File: src/rtl/ucdp_clk_div.sv
// Integer clock divider: clk_o runs at clk_i / (div_i + 2) with a ceil(N/2) high phase.
// Periods always run to completion once started; only reset truncates one.
//
// state | meaning
// IDLE  | no period in progress, outputs low, waiting for en_i
// RUN   | divided-clock period in progress, cnt counts 0..n-1
module ucdp_clk_div #(
  parameter int unsigned WIDTH = 4
) (
  input  logic             clk_i,
  input  logic             rst_an_i,
  input  logic             en_i,
  input  logic [WIDTH-1:0] div_i,
  output logic             clk_o,
  output logic             tick_o,
  output logic             active_o
);

  localparam int unsigned CW = WIDTH + 1;

  typedef enum logic {
    IDLE,
    RUN
  } state_t;

  state_t          state;
  logic [CW-1:0]   cnt;
  logic [CW-1:0]   n;
  logic [CW-1:0]   cnt_inc;
  logic [CW-1:0]   n_load;
  logic [CW:0]     h_wide;
  logic            period_end;

  assign cnt_inc    = cnt + CW'(1);
  assign n_load     = {1'b0, div_i} + CW'(2);
  assign period_end = (cnt == (n - CW'(1)));
  // One extra bit so n = 2^WIDTH+1 rounds up without wrapping.
  assign h_wide     = ({1'b0, n} + (CW + 1)'(1)) >> 1;

  always_ff @(posedge clk_i or negedge rst_an_i) begin
    if (!rst_an_i) begin
      state    <= IDLE;
      cnt      <= '0;
      n        <= CW'(2);
      clk_o    <= 1'b0;
      tick_o   <= 1'b0;
      active_o <= 1'b0;
    end else begin
      case (state)
        IDLE: begin
          cnt <= '0;
          if (en_i) begin
            n        <= n_load;
            clk_o    <= 1'b1;
            tick_o   <= 1'b1;
            active_o <= 1'b1;
            state    <= RUN;
          end else begin
            clk_o    <= 1'b0;
            tick_o   <= 1'b0;
            active_o <= 1'b0;
          end
        end
        RUN: begin
          if (!period_end) begin
            cnt    <= cnt_inc;
            clk_o  <= ({1'b0, cnt_inc} < h_wide);
            tick_o <= 1'b0;
          end else if (en_i) begin
            n      <= n_load;
            cnt    <= '0;
            clk_o  <= 1'b1;
            tick_o <= 1'b1;
          end else begin
            cnt      <= '0;
            clk_o    <= 1'b0;
            tick_o   <= 1'b0;
            active_o <= 1'b0;
            state    <= IDLE;
          end
        end
      endcase
    end
  end

`ifdef SIM
  always @(posedge clk_i) begin
    if (rst_an_i && (state == IDLE || period_end) && $isunknown({en_i, div_i}))
      $display("SIMERROR ucdp_clk_div: en_i/div_i unknown at period start");
  end
`endif

endmodule

File: config.mk
export PLATFORM = sky130hd
export DESIGN_NAME = ucdp_clk_div
export DESIGN_NICKNAME = d
export VERILOG_FILES = /design/src/rtl/ucdp_clk_div.sv
export SDC_FILE = /design/constraint.sdc
export NUM_CORES = 1
export LEC_CHECK = 0
export CELL_PAD_IN_SITES_DETAIL_PLACEMENT = 0
export CELL_PAD_IN_SITES_GLOBAL_PLACEMENT = 1
export CORE_MARGIN = 5
export CORE_UTILIZATION = 28
export DETAILED_ROUTE_END_ITERATION = 10
export GPL_TIMING_DRIVEN = 0
export PLACE_DENSITY = 0.62
export SLEW_MARGIN = 10
export SYNTH_ARGS = -nofsm -noshare
export SYNTH_HDL_FRONTEND = slang
export SYNTH_SLANG_ARGS = --single-unit
File: constraint.sdc
create_clock -name clk_i -period 4.6 [get_ports clk_i]
set_clock_uncertainty 0.1 [all_clocks]
set_input_delay 1.38 -clock clk_i [delete_from_list [all_inputs] [get_ports clk_i]]
set_output_delay 1.38 -clock clk_i [all_outputs]
set_load 0.01 [all_outputs]
==> reports/results.ini <==
[status]
outcome = finished, final reports clean

[clock_network]
cts_buffers = 3
clkTransAtPathRegs_ns = 0.09
clock-sinks = 14
postCtsHoldBufs = 0
clk_latency_ns = 0.29
cts_tree = yes
cts_setup_buffers = 0
cts.repair.resized = 0
cts_root_buffer = clkbuf_4
clock_path_buffers = 2
cts-htree-levels = 1

[routing]
drc_errors = 0
vias = 588
ant_nets = 0
first_pass_iters = 2
drt_wl_total_um = 1710
wl_per_cell_um = 12.5
drt_iter0_drc = 18
post_drt_via_cell_ratio = 4.29

[layout]
layout_common_cells = dfrtp_1 (13), clkdlybuf4s50_1 (9), xor2_1 (8), ha_1 (8)
final_common_cell = dfrtp_1
final_layout_size_suffix_gt1_share_pct = 20.4
nNetsFinal = 109
area_delta_synth_final_pct = 19.8
fillers = 330
num_antenna_cells = 0
fin_util_pct = 35.4

[yosys]
ys_seq_area_share_pct = 38.4
yosysTopAreaCellShare_pct = 35.5
yosysWarnings = 0
ys_types = 32
synth.area.top_cells = dfrtp_1 (36%), ha_1 (11%), xor2_1 (7.7%)
ys_ff_latch = 14
synth_top_area_cell = dfrtp_1
netlist_instances = 80
synth_area_sq_um = 916
synth_fp_nets = 95
syn_area_per_cell_sq_um = 11.4

[critical_path]
critPathBufInv = 1
worstSetupPathType = flop to output pin
cpMaxStageDelayCell = clkdlybuf4s50_1
critical_path_required_ns = 3.12
worstSetupStartpointType = flop
crit_chain = clkdlybuf4s50_1
end_kind = output pin
cp_data_arrival_time_ns = 1.18
path_delay_family = buffers and inverters
critical_path_peak_fanout = 2
slowest_delay_ns = 0.54

[global_route]
track_usage_pct = 9.04
antenna_found_initial = 0
grt_pass1_vias = 619
grt-ovfl-total = 0
grt_max_degree = 15
grt_pass1_wl_um = 2930

[sta]
slew_headroom_pct = 58.7
fmax_mhz = 376
tns_ns = 0
worst_pin_slew_ns = 0.617
rsz0062_at_grt = no
final-hold-violation-count = 0
fin_crit_sh_pct = 57.8
finalSetupViolCount = 0
min_period_ns = 2.66
slew_viol_final = 0

[pwr]
p_leak_nw = 0.494
power_density_mw_per_mm2 = 778
ir_drop_v = 0.000150

[place]
numPortBuffers = 9
place.gp.congestion = 0.693
hpwl_um = 1330

[min_path]
hp-class = flop to flop

[floorplan]
rows = 20
core_area_sq_mm = 0.00310
die_area_sq_mm = 0.00451
die_w_um = 67.2
ios = 10
start_util_pct = 29.5
fp.dieH_um = 67.2

[job]
maxCapViolations = 0

final cells by class:
cell class                 instances  area (sq um)  area share [%]
buffer                             3          30.0            2.74
clock buffer                       4          36.3            3.31
inverter                           5          18.8            1.71
multi-input combinational         58           515            47.0
sequential                        14           352            32.0
tap                               44          55.1            5.02
timing repair buffer               9          90.1            8.21
logic make-up after synthesis:
kind of cell | share of synthesized area [%]
AO/OA/AOI/OAI | 10.9
XOR/XNOR | 14.1
AND/OR/NAND/NOR | 12.7
adder cells (fa/ha/maj) | 10.9
multiplexers | 7.65
flip-flops | 38.4
buffers and inverters | 5.33
cells in the mapped netlist:
cell        n
a211oi_1    1
a21boi_1    1
a21o_1      1
a21oi_4     1
a2bb2oi_1   1
and3_1      1
and3_2      1
buf_4       1
buf_6       2
dfrtp_1    13
dfstp_2     1
ha_1        8
inv_1       5
mux2_4      4
mux2i_1     1
nand2_1     3
nand2b_1    1
nand3_1     5
nand3b_1    1
nand4_2     1
nor2_1      3
nor2b_1     3
nor3_1      2
o21ai_0     1
o21ai_2     1
o21bai_1    2
o31ai_1     1
o41ai_2     1
xnor2_1     3
xnor2_2     1
xor2_1      8
xor2_2      1
flip-flops by register name (all words and copies together) (netlist names):
register and flops:
cnt 5, n 5, active_o 1, clk_o 1, state 1, tick_o 1
where the power goes:
group          switching (W)   total, W  leakage [nW]  internal, W
Combinational       0.000255   0.000520         0.304     0.000265
Clock              0.0000424  0.0000907        0.0210    0.0000482
Sequential         0.0000547   0.000243         0.169     0.000188
Total               0.000352   0.000854         0.494     0.000502
metal layers:
| layer | share of wire, % | track usage [%] | vias up |
|---|---|---|---|
| li1 | - | - | 298 |
| met1 | 46 | 10.4 | 279 |
| met2 | 49 | 14.6 | 7 |
| met3 | 1.3 | 0.998 | 4 |
| met4 | 3.7 | 8.35 | 0 |
| met5 | 0 | 0 | - |
metrics by stage:
step	power (W)	area, sq um	setup slack [ns]	hold slack, ns	std cells
global route	0.000944	1100	1.88	0.471	137
CTS	0.000869	1100	1.93	0.439	137
global placement	0.000769	1060	1.75	0.423	133
finish	0.000854	1100	1.94	0.434	137
floorplan	0.000655	916	2.38	0.389	80
detailed placement	0.000778	1060	1.74	0.421	133
worst paths after layout:
kind | startpoint | to | slack [ns] | cells after the start
min in group asynchronous | rst_an_i | cnt[1] | 1.37 | 1
setup reg to reg | n[1] | n[2] | 2.40 | 6
setup / recovery | active_o | active_o | 1.94 | 1
hold reg to reg | active_o | active_o | 0.43 | 1
max in group asynchronous | rst_an_i | n[3] | 2.62 | 1
hold / removal | active_o | active_o | 0.43 | 1
Note: power is estimated with default switching activity, not from simulation.
